**config.mk**
```make
export PLATFORM = sky130hd
export DESIGN_NAME = s_memory_reader
export DESIGN_NICKNAME = d
export VERILOG_FILES = /design/src/rtl/s_memory_pkg.sv /design/src/rtl/s_memory_reader.sv
export SDC_FILE = /design/constraint.sdc
export NUM_CORES = 1
export LEC_CHECK = 0
export ABC_AREA = 1
export BUFFER_PORTS_ARGS = -buffer_cell sky130_fd_sc_hd__buf_2
export CORE_MARGIN = 5
export CORE_UTILIZATION = 49
export CTS_CLUSTER_SIZE = 10
export DETAILED_ROUTE_END_ITERATION = 8
export HOLD_SLACK_MARGIN = 0.02
export PLACE_DENSITY = 0.76
export RECOVER_POWER = 50
export SYNTH_ARGS = -nofsm -noshare
export SYNTH_HDL_FRONTEND = slang
export SYNTH_SLANG_ARGS = --single-unit
```
**constraint.sdc**
```tcl
create_clock -name clk -period 1.5 [get_ports clk]
set_input_delay 0.225 -clock clk [delete_from_list [all_inputs] [get_ports clk]]
set_output_delay 0.225 -clock clk [all_outputs]
set_load 0.005 [all_outputs]
```
**src/rtl/s_memory_pkg.sv**
```systemverilog
// Shared widths and reader state encoding for the s_memory fill writer and reader.
package s_memory_pkg;

  localparam int S_ADDR_W = 8;
  localparam int S_DATA_W = 8;

  typedef enum logic [1:0] {
    IDLE,
    WAIT,
    PRESENT,
    DONE
  } rd_state_t;

endpackage

```
**src/rtl/s_memory_reader.sv**
```systemverilog
// Sequential s_memory reader: walks 0..2**ADDR_W-1 once per start and streams words on valid/ready.
// Optional identity-fill checker is built when S_MEMORY_READER_CHECK_EN is defined.
module s_memory_reader
  import s_memory_pkg::*;
#(
  parameter int ADDR_W     = S_ADDR_W,
  parameter int DATA_W     = S_DATA_W,
  parameter int RD_LATENCY = 2
) (
  input  logic              clk,
  input  logic              reset_n,
  input  logic              start,
  output logic [ADDR_W-1:0] mem_addr,
  output logic              mem_wren,
  input  logic [DATA_W-1:0] mem_q,
  output logic              out_valid,
  input  logic              out_ready,
  output logic [DATA_W-1:0] out_data,
  output logic [ADDR_W-1:0] out_addr,
  output logic              busy,
  output logic              done,
  output logic [ADDR_W:0]   err_count,
  output logic              err
);

  // A latency of 1 still needs a 1-bit counter; it simply always sits at zero.
  localparam int                WCNT_W    = (RD_LATENCY > 1) ? $clog2(RD_LATENCY) : 1;
  localparam logic [WCNT_W-1:0] WCNT_LOAD = WCNT_W'(RD_LATENCY - 1);

  rd_state_t         r_state;
  rd_state_t         w_state_nxt;
  logic [WCNT_W-1:0] r_wcnt;
  logic [ADDR_W-1:0] r_mem_addr;
  logic [ADDR_W-1:0] r_out_addr;
  logic [DATA_W-1:0] r_out_data;
  logic              r_out_valid;
  logic              r_busy;
  logic              w_accept;
  logic              w_capture;
  logic              w_handshake;
  logic              w_last;

  assign w_last = (r_mem_addr == '1);

  always_comb begin
    w_state_nxt = r_state;
    w_accept    = 1'b0;
    w_capture   = 1'b0;
    w_handshake = 1'b0;
    case (r_state)
      IDLE: begin
        if (start) begin
          w_accept    = 1'b1;
          w_state_nxt = WAIT;
        end
      end
      WAIT: begin
        if (r_wcnt == '0) begin
          w_capture   = 1'b1;
          w_state_nxt = PRESENT;
        end
      end
      PRESENT: begin
        if (out_ready) begin
          w_handshake = 1'b1;
          w_state_nxt = w_last ? DONE : WAIT;
        end
      end
      DONE:    w_state_nxt = IDLE;
      default: w_state_nxt = IDLE;
    endcase
  end

  always_ff @(posedge clk or negedge reset_n) begin
    if (!reset_n) r_state <= IDLE;
    else          r_state <= w_state_nxt;
  end

  always_ff @(posedge clk or negedge reset_n) begin
    if (!reset_n) begin
      r_wcnt <= '0;
    end else if (w_accept || (w_handshake && !w_last)) begin
      r_wcnt <= WCNT_LOAD;
    end else if (r_state == WAIT && r_wcnt != '0) begin
      r_wcnt <= r_wcnt - WCNT_W'(1);
    end
  end

  always_ff @(posedge clk or negedge reset_n) begin
    if (!reset_n) begin
      r_mem_addr  <= '0;
      r_out_addr  <= '0;
      r_out_data  <= '0;
      r_out_valid <= 1'b0;
      r_busy      <= 1'b0;
    end else begin
      if (w_accept) begin
        r_busy     <= 1'b1;
        r_mem_addr <= '0;
      end
      if (w_capture) begin
        r_out_data  <= mem_q;
        r_out_addr  <= r_mem_addr;
        r_out_valid <= 1'b1;
      end
      if (w_handshake) begin
        r_out_valid <= 1'b0;
        if (!w_last) r_mem_addr <= r_mem_addr + ADDR_W'(1);
      end
      // Parking the address at 0 keeps it stable ahead of the next pass's first read.
      if (r_state == DONE) begin
        r_busy     <= 1'b0;
        r_mem_addr <= '0;
      end
    end
  end

`ifdef S_MEMORY_READER_CHECK_EN
  logic [ADDR_W:0] r_err_count;
  logic            r_err;
  logic            w_mismatch;

  assign w_mismatch = w_capture && (mem_q != DATA_W'(r_mem_addr));

  always_ff @(posedge clk or negedge reset_n) begin
    if (!reset_n) begin
      r_err_count <= '0;
      r_err       <= 1'b0;
    end else if (w_accept) begin
      r_err_count <= '0;
      r_err       <= 1'b0;
    end else if (w_mismatch) begin
      if (r_err_count != '1) r_err_count <= r_err_count + (ADDR_W+1)'(1);
      r_err <= 1'b1;
    end
  end

  assign err_count = r_err_count;
  assign err       = r_err;
`else
  assign err_count = '0;
  assign err       = 1'b0;
`endif

  assign mem_addr  = r_mem_addr;
  assign mem_wren  = 1'b0;
  assign out_valid = r_out_valid;
  assign out_data  = r_out_data;
  assign out_addr  = r_out_addr;
  assign busy      = r_busy;
  assign done      = (r_state == DONE);

endmodule

```
==> flow_metrics.tcl, run 1 <==
set metrics [dict create \
    synth_area_um2 1460 \
    reg2reg_depth 4 \
    die_w_um 64.6 \
    synth-adder-area-share 0.00856 \
    period_share 0.932 \
    die_h_um 64.6 \
    clk_pin_slew_worst_paths_ns 0.08 \
    die_area_um2 4170 \
    cts_max_path_buffers 2 \
    setup_tns_ns 0 \
    layout-drive-gt1-share 0.338 \
    fin_skew_ns 0.00411 \
    critPathKind "reg2reg" \
    crit_chain "buf_4 > nor2_4 > nand2_4 > mux2_4" \
    setup_viol 0 \
    routabilityCongestion 0.890 \
    synth.yosys.warnings 0 \
    routedWlPerCell_um 14.6 \
    cp_num_buf_inv 1 \
    ir_worst_vdd_mv 0.970 \
    synth_simple_gate_area_frac 0.217 \
    status "finished, final reports clean" \
    clock_latency_ns 0.33 \
    drc 0 \
    worst_ep_required_time_ns 1.72 \
    numPortBuffers 38 \
    slew_headroom 0.531 \
    final_cell_mix "nand2_1, buf_2, dfrtp_1" \
    layout.nets 210 \
    grt_use_total 0.173 \
    overflow 0 \
    startpoint_type "flop" \
    ys_seq_elements 29 \
    yosysUniqueCellTypes 23 \
    antenna_found_initial 0 \
    avgSynthCellArea_um2 9.61 \
    crit_family "flip-flops" \
    synth-xor-area-share 0 \
    crit_arrival_ns 1.62 \
    worst-slew-pin-transition_ns 0.704 \
    fillers 254 \
    coreArea_um2 2810 \
    final_util 0.612 \
    slowest_delay_ns 0.43 \
    antenna_cells 0 \
    critPathMaxFanout 23 \
    ant_nets 0 \
    power_density_nw_per_um2 1580 \
    mostFrequentLayoutCell "nand2_1" \
    hold_viol 0 \
    cts_root_buf "clkbuf_4" \
    drv_cap 0 \
    start_util 0.521 \
    min_path_cells 2 \
    cts.sinks 29 \
    p_leak_nw 0.881 \
    end_kind "flop" \
    finalWirelength_um 3330 \
    synth_top_family_by_area "simple AND/OR/NAND/NOR gates" \
    cts_tree "yes" \
    synth_mux_area_frac 0.105 \
    multi_input_area_um2 641 \
    fmax_ghz 0.715 \
    rows 19 \
    grt_pass1_wl_um 5520 \
    ios 50 \
    grt_max_degree 30 \
    via_per_inst 5.26 \
    maxSlewViolCount 0 \
    min_period_ns 1.40 \
    fin_ws_ns 0.101 \
    worstHoldPathType "in2reg" \
    cp.depth 4 \
    cp_slowest_cell "dfrtp_2" \
    grt_pass1_vias 1230 \
    cts_max_level 2 \
    drtIter0Drc 36 \
    synth-seq-area-share 0.497 \
    place_ws_ns 0.0410 \
    cts_made_buffers 5 \
    dp_hpwl_um 2370 \
    dr.pass1.iters 4 \
    synth_compound_area_frac 0.0668 \
    synthCells 152 \
    rsz0062_at_grt "false" \
    syn_to_final_growth_pct 17.6 \
    register_area_um2 729 \
    via_count 1205 \
]
routing by layer:
layer	routed length [um]	up-vias	GRT usage
li1	-	572	-
met1	1310	575	0.176
met2	1650	50	0.293
met3	322	8	0.0864
met4	45	0	0.0871
met5	0	-	0
flip-flops by register name, summed over array words and instances (netlist names):
register and count:
busy 1, mem_addr 8, out_addr 8, out_data 8
out_valid 1, r_state 2, r_wcnt 1
timing repair:
item / CTS / global route
gates resized for setup: 2 / 6
endpoints found under the hold margin: 29 / 0
setup buffers: 0 / 2
setup endpoints to repair: 1 / 10
hold buffers: 1 / 0
metrics by stage:
step | cells | power [mW] | cell area, um^2 | hold slack [ns]
3_3_place_gp | 218 | 2.22 | 1630 | 0.277
3_5_place_dp | 218 | 2.25 | 1630 | 0.289
4_1_cts | 227 | 2.71 | 1690 | 0.118
2_1_floorplan | 162 | 1.93 | 1500 | -0.0706
6_report | 229 | 2.71 | 1720 | 0.123
5_1_grt | 229 | 2.95 | 1720 | 0.107
Yosys cell counts:
| cell | n | area, um^2 |
|---|---|---|
| nand2_2 | 2 | 12.5 |
| nor2_1 | 6 | 22.5 |
| nand2_1 | 33 | 124 |
| nand3_1 | 16 | 80.1 |
| inv_2 | 2 | 7.51 |
| nand2_4 | 2 | 22.5 |
| buf_2 | 1 | 5.00 |
| inv_1 | 10 | 37.5 |
| o21ai_0 | 7 | 35.0 |
| nor2_4 | 2 | 22.5 |
| nor3_1 | 2 | 10.0 |
| conb_1 | 1 | 3.75 |
| a21oi_1 | 8 | 40.0 |
| o31ai_1 | 1 | 7.51 |
| mux2_2 | 3 | 33.8 |
| buf_6 | 1 | 11.3 |
| mux2_4 | 8 | 120 |
| ha_1 | 1 | 12.5 |
| nand3_2 | 1 | 10.0 |
| buf_4 | 12 | 90.1 |
| dfrtp_1 | 29 | 726 |
| nand4_1 | 2 | 12.5 |
| o211ai_1 | 2 | 15.0 |
layout make-up:
class,instances,share of cell area
Multi-Input combinational cell,107,0.373
Sequential cell,29,0.425
Tap cell,31,0.0226
Clock buffer,8,0.0284
Inverter,12,0.0262
Timing Repair Buffer,42,0.125
where the power goes:
part / internal [mW] / switching [mW] / total, mW
clock: 0.186 / 0.255 / 0.441
sequential: 1.02 / 0.154 / 1.18
combinational: 0.527 / 0.569 / 1.10
total: 1.74 / 0.977 / 2.71
kinds of logic (layout without fill, tap and decap cells):
| logic type | Yosys count | after routing |
|---|---|---|
| adders and majority gates | 1 | 1 |
| DFF | 29 | 29 |
| AOI/OAI and AO/OA | 18 | 18 |
| buffers and inverters | 26 | 62 |
| and+or+nand+nor | 66 | 66 |
| muxes | 11 | 11 |
| other | 1 | 11 |
path summary, 6_finish.rpt:
| kind | slack, ns | to | start |
|---|---|---|---|
| hold / removal | 0.12 | out_data[1] | mem_q[1] |
| setup / recovery | 0.10 | out_addr[6] | r_state[1] |
| min in group asynchronous | 0.48 | out_data[4] | reset_n |
| max in group asynchronous | 0.53 | mem_addr[0] | reset_n |
| setup reg to reg | 0.10 | out_addr[6] | r_state[1] |
| hold reg to reg | 0.49 | busy | busy |
worst register-to-register path: cells and delay by family (launching register included):
kind	cells	cell delay [ns]
flip-flops	1	0.43
multiplexers	1	0.36
AND/OR/NAND/NOR	2	0.34
buffers and inverters	1	0.15
(Power assumes the default switching activity.)
==> run 2: changes to the inputs <==
Settings changed: CORE_UTILIZATION 49 to 51, CTS_BUF_LIST from default to sky130_fd_sc_hd__clkbuf_4, CTS_CLUSTER_SIZE 10 to 28, PLACE_DENSITY 0.76 to 0.79.
==> run 2 against run 1 <==
Non-clock buffer count increased by 1. Sequential power about the same. Final area increased by 0.58%. Sequential cell count unchanged. Clock power increased by 4%. Final cell count increased by 0.44%. Utilization increased by 1.4 points. Worst setup slack got worse by 0.019 ns. Via count increased by 1.2%. Combinational power about the same. Wire length decreased by 4.2%.
==> flow_metrics.tcl, run 2 (same netlist as run 1, synthesis figures left out) <==
set metrics [dict create \
    numPortBuffers 38 \
    layout.nets 211 \
    reg2reg_slack_ns 0.08 \
    end_kind "flop" \
    dr.pass1.iters 6 \
    status "finished, final reports clean" \
    cts.sinks 29 \
    rows 19 \
    fin_ws_ns 0.0823 \
    fmax_ghz 0.705 \
    grt_pass1_wl_um 5240 \
    setup_tns_ns 0 \
    via_per_inst 5.30 \
    antenna_found_initial 0 \
    period_share 0.945 \
    die_h_um 63.5 \
    fillers 257 \
    register_area_um2 727 \
    drc 0 \
    via_count 1220 \
    die_w_um 63.5 \
    ir_worst_vdd_mv 1.20 \
    antenna_cells 0 \
    clock_latency_ns 0.32 \
    place_inst 220 \
    fin_skew_ns 0.00710 \
    cts_made_buffers 5 \
    ant_nets 0 \
    hold_viol 0 \
    cts_root_buf "clkbuf_4" \
    place_ws_ns 0.0443 \
    layout-drive-gt1-share 0.342 \
    worst_ep_required_time_ns 1.71 \
    dp_hpwl_um 2320 \
    routedWlPerCell_um 13.9 \
    maxSlewViolCount 0 \
    final_cell_mix "nand2_1, buf_2, dfrtp_1" \
    die_area_um2 4040 \
    clk_pin_slew_worst_paths_ns 0.09 \
    routabilityCongestion 0.816 \
    crit_arrival_ns 1.63 \
    worst-slew-pin-transition_ns 0.698 \
    slew_headroom 0.535 \
    drtIter0Drc 36 \
    setup_viol 0 \
    cts_tree "yes" \
    p_leak_nw 0.901 \
    dpl-instance-area_um2 1640 \
    power_density_nw_per_um2 1580 \
    grt_use_total 0.164 \
    min_period_ns 1.42 \
    coreArea_um2 2760 \
    cts_max_level 2 \
    critPathMaxFanout 23 \
    critPathKind "reg2reg" \
    cts_max_path_buffers 2 \
    ios 50 \
    finalWirelength_um 3190 \
    fin_area_um2 1730 \
    multi_input_area_um2 637 \
    start_util 0.530 \
    startpoint_type "flop" \
    stdcell_count 230 \
    grt_max_degree 30 \
    overflow 0 \
    grt_pass1_vias 1197 \
    rsz0062_at_grt "false" \
    worstHoldPathType "in2reg" \
    syn_to_final_growth_pct 18.2 \
    drv_cap 0 \
]
[run 2: cell count changes in the layout (fill, tap and decap cells not counted), moves of 2 or more]
cell      delta
clkbuf_1     -5
dfrtp_1      +2
inv_2        -2
dfrtp_2      -2
buf_2        +2
inv_1        +2
clkinv_2     +2
[run 2: repair_timing]
| item | 4_1_cts | 5_1_grt |
|---|---|---|
| endpoints found under the hold margin | 29 | 0 |
| buffers inserted | 0 | 1 |
| resized for setup | 0 | 4 |
| setup endpoints to repair | 0 | 10 |
| hold buffers | 1 | 0 |
[run 2: power by group]
part           internal [mW]  total (mW)  leakage (nW)  switching [mW]
registers               1.02        1.18         0.369           0.162
logic                  0.538        1.09         0.497           0.554
clock network          0.196       0.457        0.0354           0.261
total                   1.76        2.73         0.901           0.977
[run 2: area by class of cell]
type / instances / area share
Sequential cell: 29 / 0.421
Inverter: 12 / 0.0261
Multi-Input combinational cell: 107 / 0.369
Clock buffer: 6 / 0.0261
Timing Repair Buffer: 43 / 0.130
Tap cell: 31 / 0.0224
Clock inverter: 2 / 0.00579
[run 2: layer usage]
metal  global-route usage  up-vias  share of wire
li1                     -      573              -
met1                0.192      578           0.42
met2                0.261       61           0.47
met3               0.0657        8          0.096
met4               0.0727        0          0.013
met5                    0        -              0
[run 2: metrics by stage]
stage | total power [mW] | utilization | hold slack, ns
after global placement | 2.23 | 0.596 | 0.279
final | 2.73 | 0.627 | 0.132
after global routing | 2.93 | 0.627 | 0.120
after CTS | 2.74 | 0.620 | 0.124
after detailed placement | 2.27 | 0.596 | 0.281
after floorplan | 1.93 | - | -0.0706
[run 2: worst max-delay path, cell delays in order, from the launching register on]
cell and delay, ns:
dfrtp_1 0.41, inv_1 0.19, nor2_4 0.07, nand2_4 0.26
mux2_2 0.37
[run 2: path summary, 6_finish.rpt]
check | start | endpoint | depth (start not counted)
setup / recovery | r_state[0] | out_data[7] | 4
hold / removal | mem_q[7] | out_data[7] | 2
setup reg to reg | r_state[0] | out_data[7] | 4
hold reg to reg | out_valid | out_valid | 2
max in group asynchronous | reset_n | r_state[1] | 2
min in group asynchronous | reset_n | out_data[5] | 2
==> run 3: changes to the inputs <==
Settings changed: RECOVER_POWER 50 to default.
==> run 3 against run 2 <==
Critical path depth up 3. Final area up 0.29%. Sequential power about the same. Sequential share of layout area down 0.12 points. Register-to-register slack about the same.
==> flow_metrics.tcl, run 3 (same netlist as run 1, synthesis figures left out) <==
set metrics [dict create \
    routedWlPerCell_um 13.9 \
    grt_use_total 0.164 \
    end_kind "flop" \
    cp_num_buf_inv 0 \
    critPathMaxFanout 10 \
    period_share 0.948 \
    pwr-share-comb 0.400 \
    reg2reg_slack_ns 0.08 \
    die_area_um2 4040 \
    antenna_cells 0 \
    critPathKind "reg2reg" \
    fillers 254 \
    grt_pass1_vias 1197 \
    slew_headroom 0.581 \
    mostFrequentLayoutCell "buf_2" \
    via_count 1211 \
    startpoint_type "flop" \
    layout-drive-gt1-share 0.367 \
    dp_hpwl_um 2320 \
    ir_worst_vdd_mv 1.22 \
    overflow 0 \
    cp_slowest_cell "dfrtp_1" \
    die_h_um 63.5 \
    dr.pass1.iters 4 \
    cts_made_buffers 5 \
    worst-slew-pin-transition_ns 0.628 \
    coreArea_um2 2760 \
    min_period_ns 1.42 \
    grt_max_degree 30 \
    crit_family "simple AND/OR/NAND/NOR gates" \
    grt_pass1_wl_um 5240 \
    cts.sinks 29 \
    syn_to_final_growth_pct 18.6 \
    register_area_um2 727 \
    crit_arrival_ns 1.67 \
    maxSlewViolCount 0 \
    p_total_mw 2.74 \
    die_w_um 63.5 \
    cts_tree "yes" \
    whs_ns 0.127 \
    fmax_ghz 0.703 \
    ios 50 \
    drtIter0Drc 37 \
    p_seq_frac 0.432 \
    cts_root_buf "clkbuf_4" \
    sw_frac_of_total 0.358 \
    numPortBuffers 38 \
    p_leak_nw 0.916 \
    clk_pin_slew_worst_paths_ns 0.09 \
    via_per_inst 5.27 \
    fin_skew_ns 0.00577 \
    status "finished, final reports clean" \
    rsz0062_at_grt "false" \
    drv_cap 0 \
    hold_viol 0 \
    slowest_delay_ns 0.44 \
    final_cell_mix "buf_2, nand2_1, dfrtp_1" \
    setup_tns_ns 0 \
    cts_max_level 2 \
    ant_nets 0 \
    place_inst 220 \
    power.internal_mw 1.76 \
    finalWirelength_um 3200 \
    clock_latency_ns 0.33 \
    routabilityCongestion 0.816 \
    cts_max_path_buffers 2 \
    start_util 0.530 \
    crit_chain "ha_4 > nand2_1 > nor2_2 > nand2_2 > nand2_4 > nand3_1 > a21oi_1" \
    rows 19 \
    worstHoldPathType "in2reg" \
    antenna_found_initial 0 \
    p_clk_frac 0.168 \
    drc 0 \
    worst_ep_required_time_ns 1.75 \
    layout.nets 211 \
    power_density_nw_per_um2 1580 \
    multi_input_area_um2 637 \
    stdcell_count 230 \
    power_switching_uw 984 \
    setup_viol 0 \
]
[run 3: cell types whose count changed in the layout (fill, tap and decap cells not counted)]
cell / change
buf_2: +5
inv_2: +1
clkbuf_1: -4
inv_1: -1
clkbuf_2: -1
[run 3: worst reg2reg max path, delay by kind of cell, from the launching register on]
kind	cells	cell delay (ns)
and+or+nand+nor	5	0.55
AOI/OAI and AO/OA	1	0.16
adders and majority gates	1	0.19
DFF	1	0.44
[run 3: power by group through the flow]
stage / logic (mW) / registers (mW) / clock network (mW)
after CTS: 1.09 / 1.18 / 0.477
after global placement: 1.06 / 1.17 / 0
final: 1.10 / 1.19 / 0.461
after floorplan: 0.721 / 1.20 / 0
after global routing: 1.21 / 1.22 / 0.508
after detailed placement: 1.08 / 1.19 / 0
[run 3: through the flow]
| step | util | setup slack [ns] | area [um^2] |
|---|---|---|---|
| 6_report | 0.628 | 0.0779 | 1730 |
| 3_3_place_gp | 0.596 | 0.138 | 1640 |
| 3_5_place_dp | 0.596 | 0.0443 | 1640 |
| 5_1_grt | 0.628 | 0.0258 | 1730 |
| 2_1_floorplan | - | 0.179 | 1500 |
| 4_1_cts | 0.620 | 0.00233 | 1710 |
[run 3: final cells by class]
| cell class | instances | area share |
|---|---|---|
| tap | 31 | 0.0224 |
| clock buffer | 6 | 0.0260 |
| clock inverter | 2 | 0.00578 |
| sequential | 29 | 0.419 |
| multi-input combinational | 107 | 0.368 |
| timing repair buffer | 43 | 0.133 |
| inverter | 12 | 0.0260 |
[run 3: layer usage]
metal | GRT usage | wire (um)
met3 | 0.0657 | 325
met2 | 0.261 | 1510
met1 | 0.192 | 1340
met5 | 0 | 0
met4 | 0.0727 | 30
[run 3: final timing paths]
path                             startpoint           to  depth (start not counted)
worst max register to register  mem_addr[0]  mem_addr[2]                          7
worst min register to register    out_valid    out_valid                          2
worst max-delay path            mem_addr[0]  mem_addr[2]                          7
worst min-delay path               mem_q[7]  out_data[7]                          2
min in group asynchronous           reset_n  out_data[5]                          2
max in group asynchronous           reset_n   r_state[1]                          2
[run 3: timing repair]
item	CTS	global route
setup endpoints to repair	0	10
hold endpoints to repair	29	0
hold buffers	1	0
gates resized for setup	0	4
setup buffers	0	1
